**config.mk**
```make
export PLATFORM = sky130hd
export DESIGN_NAME = mc_datapath_flat
export DESIGN_NICKNAME = d
export VERILOG_FILES = /design/src/rtl/mc_datapath_if.sv /design/src/rtl/mc_datapath.sv /design/src/flat_wrapper.sv
export SDC_FILE = /design/constraint.sdc
export NUM_CORES = 1
export LEC_CHECK = 0
export ABC_AREA = 1
export BUFFER_PORTS_ARGS = -buffer_cell sky130_fd_sc_hd__buf_2
export CAP_MARGIN = 30
export CORE_MARGIN = 1
export CORE_UTILIZATION = 45
export DETAILED_ROUTE_END_ITERATION = 16
export PLACE_DENSITY = 0.73
export SYNTH_ARGS = -nofsm -noshare
export SYNTH_HDL_FRONTEND = slang
export SYNTH_SLANG_ARGS = --single-unit
```
**constraint.sdc**
```tcl
create_clock -name clk -period 6.3 [get_ports clk]
set_clock_uncertainty 0.15 [all_clocks]
set_input_delay 1.26 -clock clk [delete_from_list [all_inputs] [get_ports clk]]
set_output_delay 1.26 -clock clk [all_outputs]
set_load 0.02 [all_outputs]
```
**src/rtl/mc_datapath_if.sv**
```systemverilog
// Control word, status and memory bus between the multicycle
// controller (master) and the datapath (slave).
interface mc_datapath_if #(
  parameter int WIDTH = 16
);
  logic             pcwrite;
  logic             branch;
  logic             irwrite;
  logic             regwrite;
  logic             memwrite;
  logic             iord;
  logic             memtoreg;
  logic             regdst;
  logic             alusrca;
  logic [1:0]       alusrcb;
  logic [1:0]       pcsrc;
  logic [1:0]       aluop;
  logic [WIDTH-1:0] mem_rdata;
  logic [WIDTH-1:0] mem_addr;
  logic [WIDTH-1:0] mem_wdata;
  logic             mem_we;
  logic [3:0]       op;
  logic             zero;

  modport master (
    output pcwrite, branch, irwrite, regwrite,
    output memwrite, iord, memtoreg, regdst,
    output alusrca, alusrcb, pcsrc, aluop,
    output mem_rdata,
    input  mem_addr, mem_wdata, mem_we, op, zero
  );

  modport slave (
    input  pcwrite, branch, irwrite, regwrite,
    input  memwrite, iord, memtoreg, regdst,
    input  alusrca, alusrcb, pcsrc, aluop,
    input  mem_rdata,
    output mem_addr, mem_wdata, mem_we, op, zero
  );
endinterface

```
**src/rtl/mc_datapath.sv**
```systemverilog
// Multicycle 16-bit datapath: PC, IR, MDR, A, B, ALUOut,
// 8-entry register file (R0 = 0) and a unified memory port.
module mc_datapath #(
  parameter int WIDTH = 16,
  parameter int NREG  = 8,
  parameter int AW    = 3
) (
  input logic         clk,
  input logic         reset,
  mc_datapath_if.slave bus
);

  logic [WIDTH-1:0] pc, ir, mdr, a, b, aluout;
  logic [WIDTH-1:0] rf [NREG];

  logic [AW-1:0]    rs, rt, rd, widx;
  logic [WIDTH-1:0] imm, srca, srcb, result;
  logic [WIDTH-1:0] pcnext, wdata, rda, rdb;
  logic             pcen;

  assign rs  = ir[11:9];
  assign rt  = ir[8:6];
  assign rd  = ir[5:3];
  assign imm = {{(WIDTH-6){ir[5]}}, ir[5:0]};

  assign rda = (rs == '0) ? '0 : rf[rs];
  assign rdb = (rt == '0) ? '0 : rf[rt];

  assign widx  = bus.regdst ? rd : rt;
  assign wdata = bus.memtoreg ? mdr : aluout;

  assign srca = bus.alusrca ? a : pc;

  // ALU B operand mux; both upper codes pick the immediate
  always_comb begin
    srcb = imm;
    case (bus.alusrcb)
      2'b00:   srcb = b;
      2'b01:   srcb = WIDTH'(1);
      default: srcb = imm;
    endcase
  end

  // ALU: add by default, subtract for compare, NAND for op 0010
  always_comb begin
    result = srca + srcb;
    if (bus.aluop == 2'b01)
      result = srca - srcb;
    else if (bus.aluop == 2'b10 && bus.op == 4'b0010)
      result = ~(srca & srcb);
  end

  // Next-PC source; codes 01 and 11 both take ALUOut
  always_comb begin
    pcnext = aluout;
    case (bus.pcsrc)
      2'b00:   pcnext = result;
      2'b10:   pcnext = a;
      default: pcnext = aluout;
    endcase
  end

  assign pcen = bus.pcwrite | (bus.branch & bus.zero);

  assign bus.zero      = (result == '0);
  assign bus.op        = ir[15:12];
  assign bus.mem_addr  = bus.iord ? aluout : pc;
  assign bus.mem_wdata = b;
  assign bus.mem_we    = bus.memwrite;

  // Architectural and non-architectural datapath registers
  always_ff @(posedge clk) begin
    if (reset) begin
      pc     <= '0;
      ir     <= '0;
      mdr    <= '0;
      a      <= '0;
      b      <= '0;
      aluout <= '0;
    end else begin
      if (pcen)
        pc <= pcnext;
      if (bus.irwrite)
        ir <= bus.mem_rdata;
      mdr    <= bus.mem_rdata;
      a      <= rda;
      b      <= rdb;
      aluout <= result;
    end
  end

  // Register file; writes to R0 are dropped
  always_ff @(posedge clk) begin
    if (reset) begin
      for (int i = 0; i < NREG; i++)
        rf[i] <= '0;
    end else if (bus.regwrite && widx != '0) begin
      rf[widx] <= wdata;
    end
  end

endmodule

```
**src/flat_wrapper.sv**
```systemverilog
// flat-port wrapper written by rule: the top's interface ports become plain ports
module mc_datapath_flat 
#(
  parameter int WIDTH = 16,
  parameter int NREG  = 8,
  parameter int AW    = 3
)
  (clk, reset, bus_pcwrite, bus_branch, bus_irwrite, bus_regwrite, bus_memwrite, bus_iord, bus_memtoreg, bus_regdst, bus_alusrca, bus_alusrcb, bus_pcsrc, bus_aluop, bus_mem_rdata, bus_mem_addr, bus_mem_wdata, bus_mem_we, bus_op, bus_zero);
  mc_datapath_if #(.WIDTH(WIDTH)) bus_i ();
  input logic clk;
  input logic reset;
  input wire logic [$bits(bus_i.pcwrite)-1:0] bus_pcwrite;
  input wire logic [$bits(bus_i.branch)-1:0] bus_branch;
  input wire logic [$bits(bus_i.irwrite)-1:0] bus_irwrite;
  input wire logic [$bits(bus_i.regwrite)-1:0] bus_regwrite;
  input wire logic [$bits(bus_i.memwrite)-1:0] bus_memwrite;
  input wire logic [$bits(bus_i.iord)-1:0] bus_iord;
  input wire logic [$bits(bus_i.memtoreg)-1:0] bus_memtoreg;
  input wire logic [$bits(bus_i.regdst)-1:0] bus_regdst;
  input wire logic [$bits(bus_i.alusrca)-1:0] bus_alusrca;
  input wire logic [$bits(bus_i.alusrcb)-1:0] bus_alusrcb;
  input wire logic [$bits(bus_i.pcsrc)-1:0] bus_pcsrc;
  input wire logic [$bits(bus_i.aluop)-1:0] bus_aluop;
  input wire logic [$bits(bus_i.mem_rdata)-1:0] bus_mem_rdata;
  output wire logic [$bits(bus_i.mem_addr)-1:0] bus_mem_addr;
  output wire logic [$bits(bus_i.mem_wdata)-1:0] bus_mem_wdata;
  output wire logic [$bits(bus_i.mem_we)-1:0] bus_mem_we;
  output wire logic [$bits(bus_i.op)-1:0] bus_op;
  output wire logic [$bits(bus_i.zero)-1:0] bus_zero;
  assign bus_i.pcwrite = bus_pcwrite;
  assign bus_i.branch = bus_branch;
  assign bus_i.irwrite = bus_irwrite;
  assign bus_i.regwrite = bus_regwrite;
  assign bus_i.memwrite = bus_memwrite;
  assign bus_i.iord = bus_iord;
  assign bus_i.memtoreg = bus_memtoreg;
  assign bus_i.regdst = bus_regdst;
  assign bus_i.alusrca = bus_alusrca;
  assign bus_i.alusrcb = bus_alusrcb;
  assign bus_i.pcsrc = bus_pcsrc;
  assign bus_i.aluop = bus_aluop;
  assign bus_i.mem_rdata = bus_mem_rdata;
  assign bus_mem_addr = bus_i.mem_addr;
  assign bus_mem_wdata = bus_i.mem_wdata;
  assign bus_mem_we = bus_i.mem_we;
  assign bus_op = bus_i.op;
  assign bus_zero = bus_i.zero;
  mc_datapath #(.WIDTH(WIDTH), .NREG(NREG), .AW(AW)) u_core (.clk(clk), .reset(reset), .bus(bus_i));
endmodule
```
; ---- After elaboration in Yosys (flattened, before gate mapping)
; Memory sizes are Yosys's and may differ from the RTL's. A register that Yosys moved wholly into a read port is not among the register bits.
; Cells that the tools add are included.
[totals]
input_bits = 33
regBits = 64
rom_bits = 0
word_cells = 43
n_memories = 1
latch_bits = 0
output_inout_bits = 38
ramBits = 128
[classes]
bitwise_logic = 4
shift = 0
mux = 16
n_lt_le_gt_ge = 0
n_mul = 0
eq_ne = 5
n_reduce_logical = 11
div = 0
n_addsub = 2
[memory_table]
columns = name, depth, word_bits, read_ports, rd_ports_with_merged_regs, write_ports, line_no
row1 = u_core.rf, 8, 16, 2, 2, 8, mc_datapath.sv:14  ; logic [WIDTH-1:0] rf [NREG];
[ops]
columns = op, count
row1 = 2-to-1 mux 16 bit, 6
row2 = case mux 16 bit (2 select lines), 2
row3 = adder 16 bit, 1
row4 = bitwise AND 16 bit, 1
row5 = zero test 16 bit, 1
row6 = NOT 16 bit, 1
row7 = OR reduction 16 bit, 1
row8 = subtractor 16 bit, 1
row9 = zero test 3 bit, 2
row10 = 2-to-1 mux 1 bit, 6
row11 = 2-to-1 mux 3 bit, 2
row12 = "== test 2 x 1 -> 1 bit, second input constant", 2
row13 = "== test 2 bit, second input constant", 2
row14 = "== test 4 x 2 -> 1 bit, second input constant", 1
row15 = zero test 2 bit, 2
row16 = OR reduction 2 bit, 2
row17 = nonzero test 3 bit, 1
row18 = logical AND 1 bit, 2
row19 = bitwise AND 1 bit, 1
row20 = OR 1 bit, 1

; ---- Longest topological paths before layout
[logic_depth]
depth_word = 9
depth_mapped = 25

; ---- Worst setup path after synthesis
; No wires, ideal clock.
[synth_timing]
kind = input -> output
startpoint = input port bus_alusrca
endpoint = output port bus_zero
cell_stages = 17
path_buffers = 1
slack_ns = 1.065
arrival_ns = 3.825
required_time_ns = 4.890
cell_sequence = clkbuf_1 > nand2_1 > o21ai_0 > ha_1 > inv_1 > fa_1 > inv_1 > nand3_1 > nand2_1 > nand2_1 > nand3_1 > nand3_1 > nand2_1 > nand2_1 > nor2_1 > nand4_1 > nor4_1
[synth_between]
elab_chain_len = 6
elab_cells_between_ends = 8
[synth_lines]
columns = item, line_no
row1 = "start, declared", flat_wrapper.sv:20  ; input wire logic [$bits(bus_i.alusrca)-1:0] bus_alusrca;
row2 = 2-to-1 mux 16 bit *, mc_datapath.sv:32  ; assign srca = bus.alusrca ? a : pc;
row3 = "parallel branches: the longest is 3 deep, another holds adder 16 bit", --
row4 = 2-to-1 mux 16 bit *, mc_datapath.sv:47  ; if (bus.aluop == 2'b01)
row5 = zero test 16 bit *, mc_datapath.sv:65  ; assign bus.zero = (result == '0);
row6 = "end, declared", flat_wrapper.sv:29  ; output wire logic [$bits(bus_i.zero)-1:0] bus_zero;
; Every way passes the cells marked *.

; ---- Worst setup path after layout
[layout_timing]
startpoint = input port bus_alusrcb[1]
endpoint = output port bus_zero
[layout_between]
elab_chain_len = 7
elab_cells_between_ends = 10
[layout_lines]
columns = item, line_no
row1 = "start, declared", flat_wrapper.sv:21  ; input wire logic [$bits(bus_i.alusrcb)-1:0] bus_alusrcb;
row2 = == test 2 x 1 -> 1 bit or zero test 2 bit (tied branches), mc_datapath.sv:37  ; case (bus.alusrcb)
row3 = case mux 16 bit (2 select lines) *, mc_datapath.sv:37
row4 = "parallel branches: the longest is 3 deep, another holds adder 16 bit", --
row5 = 2-to-1 mux 16 bit *, mc_datapath.sv:47
row6 = zero test 16 bit *, mc_datapath.sv:65
; Marks and branches as above.

==> impl_metrics.ini <==
[logic_synthesis]
synth_area_leaders = sky130_fd_sc_hd__edfxtp_1 30%, sky130_fd_sc_hd__dfxtp_1 15%, sky130_fd_sc_hd__o21ai_0 9.2%, sky130_fd_sc_hd__nand2_1 7.8%, sky130_fd_sc_hd__nor2_1 7.4%
asyncSetResetFlopFracSynth_pct = 0
yosysWarningCount = 0
synth_area_sq_um = 12800
synth.largest_area_cell = sky130_fd_sc_hd__edfxtp_1
synth-seq-area-share_pct = 45.0
synth_top_area_share_pct = 30.0
synth_edf_count = 128
syn_area_per_cell_sq_um = 7.53
synth_ff_type = sky130_fd_sc_hd__edfxtp_1
post_synth_inst_count = 1702
synth.lib_cells_used.distinct = 48
synth_seq_cells = 224

[die]
rows = 61
design.portCount = 71
fp.dieArea_sq_um = 29200
design.core.area_sq_um = 27900
initial_core_util_pct = 45.9
chipWidth_um = 171
vert_die_dim_um = 171

[sta]
achievable-frequency_mhz = 169
slew_viol_final = 0
fin_setup_tns_ns = 0
worst_slew_margin_rel_pct = 39.2
post-route-period-util_pct = 93.7
timing_worst_slew_pin_value_ns = 0.910
hold_viol = 0
finalSetupViolCount = 0
period_minus_slack_ns = 5.90
rsz0062_at_grt = no

[finish]
final_layout_size_suffix_gt1_share_pct = 10.0
number_of_diodes_added_for_antenna_fixing = 0
area_growth_syn_to_layout_pct = 10.4
num-nets-final = 1792

[setup_path]
crit_path_max_fanout = 10
worstReg2RegStart = u_core.ir[5]$_SDFFE_PP0P_
crit_arrival_ns = 4.49
worst_ep_required_time_ns = 4.89
worstSetupPathType = input pin to primary output
critical_path.startpoint_type = input pin
worst_setup_path_startpoint = bus_alusrcb[1]
rr_worst_depth = 22
setup.worst_path.end_class = primary output
crit-reg2reg-capture = u_core.pc[9]$_SDFFE_PP0P_
r2r_setup_slack_ns = 2.36

[global_route]
grt_max_degree = 94
gr-total-overflow = 0
grt_pass1_vias = 11049
groute.usage.overall_pct = 26.8
grt_pass1_wl_um = 59800
antenna_violations_before_repair = 1

[clocking]
postCtsHoldBufs = 0
post_cts.repair.setup_buffers = 0
path_clk_slew_ns = 0.06
cts_root_buffer = sky130_fd_sc_hd__clkbuf_16
numCtsBuffers = 25
postCtsResizedCells = 0
cts.sink_count = 224
cts-htree-levels = 1
clock_tree_from_tritoncts = yes
clock_insertion_delay_worst_skew_ns = 0.53
cts_max_path_buffers = 3

[pwr]
internal_power_uw = 2770
pwr_density_cell_nw_per_um2 = 284
p_leak_uw = 0.00612
total_power_uw = 4010
ir_worst_vdd_uv = 219
netSwitchingPower_uw = 1240
sequentialPowerShare_pct = 42.5
power_frac_comb_pct = 21.0
power.switching_fraction_pct = 31.0
p_clk_share_pct = 36.5

[detailed_routing]
antenna_left = 0
vias = 11889
detail_route.drc_violations = 0
routed_via_density = 5.61
drt_wl_total_um = 39100
dr.pass1.iters = 7
drtIter0Drc = 1220
routed_wire_length_per_instance_um = 18.4

[flow_run]
max_cap_viol_count = 0

[place]
detailedPlacementHpwl_um = 27300
port_buffers = 68
gp_congestion = 0.941

[min_path]
min_delay_worst_endpoint = u_core.pc[4]$_SDFFE_PP0P_
min_from = u_core.pc[4]$_SDFFE_PP0P_
hold_class = register to register
min_delay_path_depth = 2

[status]
outcome = finished clean
-- metrics by stage --
step | setup WS (ns) | hold WS [ns] | cell area (sq um) | utilization (%) | instances
final | 0.396 | 0.335 | 14100 | 50.6 | 2121
after global routing | 0.0580 | 0.356 | 14100 | 50.6 | 2121
after CTS | 0.433 | 0.335 | 14100 | 50.6 | 2121
after global placement | 0.492 | 0.315 | 13300 | 47.6 | 2074
after detailed placement | 0.437 | 0.324 | 13300 | 47.7 | 2076
after floorplan | 1.06 | 0.303 | 12900 | - | 1717
-- cells in the mapped netlist, types with 3 or more instances --
cell and number:
sky130_fd_sc_hd__a21oi_1 154, sky130_fd_sc_hd__a21oi_2 6, sky130_fd_sc_hd__a221oi_1 4, sky130_fd_sc_hd__a22oi_1 3, sky130_fd_sc_hd__a31oi_1 34, sky130_fd_sc_hd__and2_1 4, sky130_fd_sc_hd__buf_1 11, sky130_fd_sc_hd__buf_2 4
sky130_fd_sc_hd__buf_4 7, sky130_fd_sc_hd__buf_6 7, sky130_fd_sc_hd__clkbuf_1 70, sky130_fd_sc_hd__clkinv_1 4, sky130_fd_sc_hd__dfxtp_1 96, sky130_fd_sc_hd__edfxtp_1 128, sky130_fd_sc_hd__ha_1 32, sky130_fd_sc_hd__inv_1 207
sky130_fd_sc_hd__inv_2 14, sky130_fd_sc_hd__mux2i_1 8, sky130_fd_sc_hd__nand2_1 268, sky130_fd_sc_hd__nand2_2 10, sky130_fd_sc_hd__nand3_1 67, sky130_fd_sc_hd__nand3_2 3, sky130_fd_sc_hd__nand4_1 12, sky130_fd_sc_hd__nor2_1 252
sky130_fd_sc_hd__nor2_2 7, sky130_fd_sc_hd__nor2_4 4, sky130_fd_sc_hd__nor3_1 3, sky130_fd_sc_hd__o211ai_1 14, sky130_fd_sc_hd__o21ai_0 236, sky130_fd_sc_hd__o21ai_1 3, sky130_fd_sc_hd__o221ai_1 5
-- area by class of cell --
cell class | count | area [sq um]
Inverter | 226 | 850
Sequential cell | 224 | 5770
Fill cell | 2717 | 13800
Tap cell | 378 | 473
Clock inverter | 10 | 101
Multi-Input combinational cell | 1167 | 5790
Timing Repair Buffer | 81 | 438
Clock buffer | 35 | 724
-- cell families (layout without fill, tap and decap cells) --
kind of cell	count (synthesis)	in the layout	share of synthesized area, %
other	1	16	0.0293
muxes	8	8	0.625
adders and majority gates	34	34	3.44
and+or+nand+nor	636	636	20.7
DFF	224	224	45.0
AOI/OAI and AO/OA	471	471	19.8
xor gates and xnor gates	2	2	0.137
buffers and inverters	326	352	10.3
-- sequential cells by signal, summed over array words and instances (netlist names) --
| signal | count |
|---|---|
| u_core.rf | 128 |
| u_core.a | 16 |
| u_core.aluout | 16 |
| u_core.bus.mem_wdata | 16 |
| u_core.ir | 16 |
| u_core.mdr | 16 |
| u_core.pc | 16 |
-- power by group through the flow --
stage | Combinational [uW] | Clock, uW | Sequential [uW]
after detailed placement | 822 | 0 | 1730
final | 843 | 1460 | 1700
after global routing | 930 | 1530 | 1710
after global placement | 811 | 0 | 1730
after CTS | 827 | 1470 | 1700
after floorplan | 601 | 0 | 1710
-- per-layer routing --
layer	vias up	routed length, um	global-route usage [%]	part of all wire, %
li1	5665	-	-	-
met1	5536	16000	35.7	41
met2	600	18400	44.3	47
met3	86	3570	3.82	9.1
met4	2	1140	9.64	2.9
met5	-	13	0	0.033
-- layout by cell type, fill, tap and decap left out, types with 5 or more instances in the layout --
| master | netlist | routed |
|---|---|---|
| sky130_fd_sc_hd__a31oi_1 | 34 | 34 |
| sky130_fd_sc_hd__clkbuf_1 | 70 | 5 |
| sky130_fd_sc_hd__a21oi_1 | 154 | 154 |
| sky130_fd_sc_hd__buf_4 | 7 | 13 |
| sky130_fd_sc_hd__o211ai_1 | 14 | 14 |
| sky130_fd_sc_hd__nand3_1 | 67 | 67 |
| sky130_fd_sc_hd__edfxtp_1 | 128 | 128 |
| sky130_fd_sc_hd__nor2_2 | 7 | 7 |
| sky130_fd_sc_hd__mux2i_1 | 8 | 8 |
| sky130_fd_sc_hd__clkinv_2 | 1 | 6 |
| sky130_fd_sc_hd__buf_2 | 4 | 68 |
| sky130_fd_sc_hd__inv_2 | 14 | 14 |
| sky130_fd_sc_hd__nand4_1 | 12 | 12 |
| sky130_fd_sc_hd__nand2_2 | 10 | 10 |
| sky130_fd_sc_hd__inv_1 | 207 | 207 |
| sky130_fd_sc_hd__ha_1 | 32 | 32 |
| sky130_fd_sc_hd__o21ai_0 | 236 | 236 |
| sky130_fd_sc_hd__nor2_1 | 252 | 252 |
| sky130_fd_sc_hd__o221ai_1 | 5 | 5 |
| sky130_fd_sc_hd__dfxtp_1 | 96 | 92 |
| sky130_fd_sc_hd__clkinv_1 | 4 | 6 |
| sky130_fd_sc_hd__a21oi_2 | 6 | 6 |
| sky130_fd_sc_hd__conb_1 | 1 | 16 |
| sky130_fd_sc_hd__clkbuf_16 | 0 | 26 |
| sky130_fd_sc_hd__nand2_1 | 268 | 268 |
-- critical path: stages --
cell and delay (ns):
sky130_fd_sc_hd__buf_2 0.14, sky130_fd_sc_hd__nand2_1 0.11, sky130_fd_sc_hd__clkinv_1 0.28, sky130_fd_sc_hd__a21oi_1 0.31, sky130_fd_sc_hd__inv_1 0.08, sky130_fd_sc_hd__ha_1 0.49, sky130_fd_sc_hd__nor2_4 0.18, sky130_fd_sc_hd__inv_1 0.08
sky130_fd_sc_hd__nor2_1 0.19, sky130_fd_sc_hd__nand4_1 0.21, sky130_fd_sc_hd__nand3_1 0.14, sky130_fd_sc_hd__nand2_1 0.05, sky130_fd_sc_hd__nand3_1 0.06, sky130_fd_sc_hd__nand2_1 0.11, sky130_fd_sc_hd__nor2_2 0.14, sky130_fd_sc_hd__inv_1 0.05
sky130_fd_sc_hd__nor4_1 0.36, sky130_fd_sc_hd__buf_2 0.24
-- worst max-delay path by stage --
stage / to / slack (ns) / cells after the start
after floorplan: bus_zero / 1.06 / 17
after global placement: bus_zero / 0.49 / 18
after detailed placement: bus_zero / 0.44 / 18
after CTS: bus_zero / 0.43 / 18
after global routing: bus_zero / 0.06 / 19
final: bus_zero / 0.40 / 18
No activity file was read; power rests on OpenSTA's default activity.
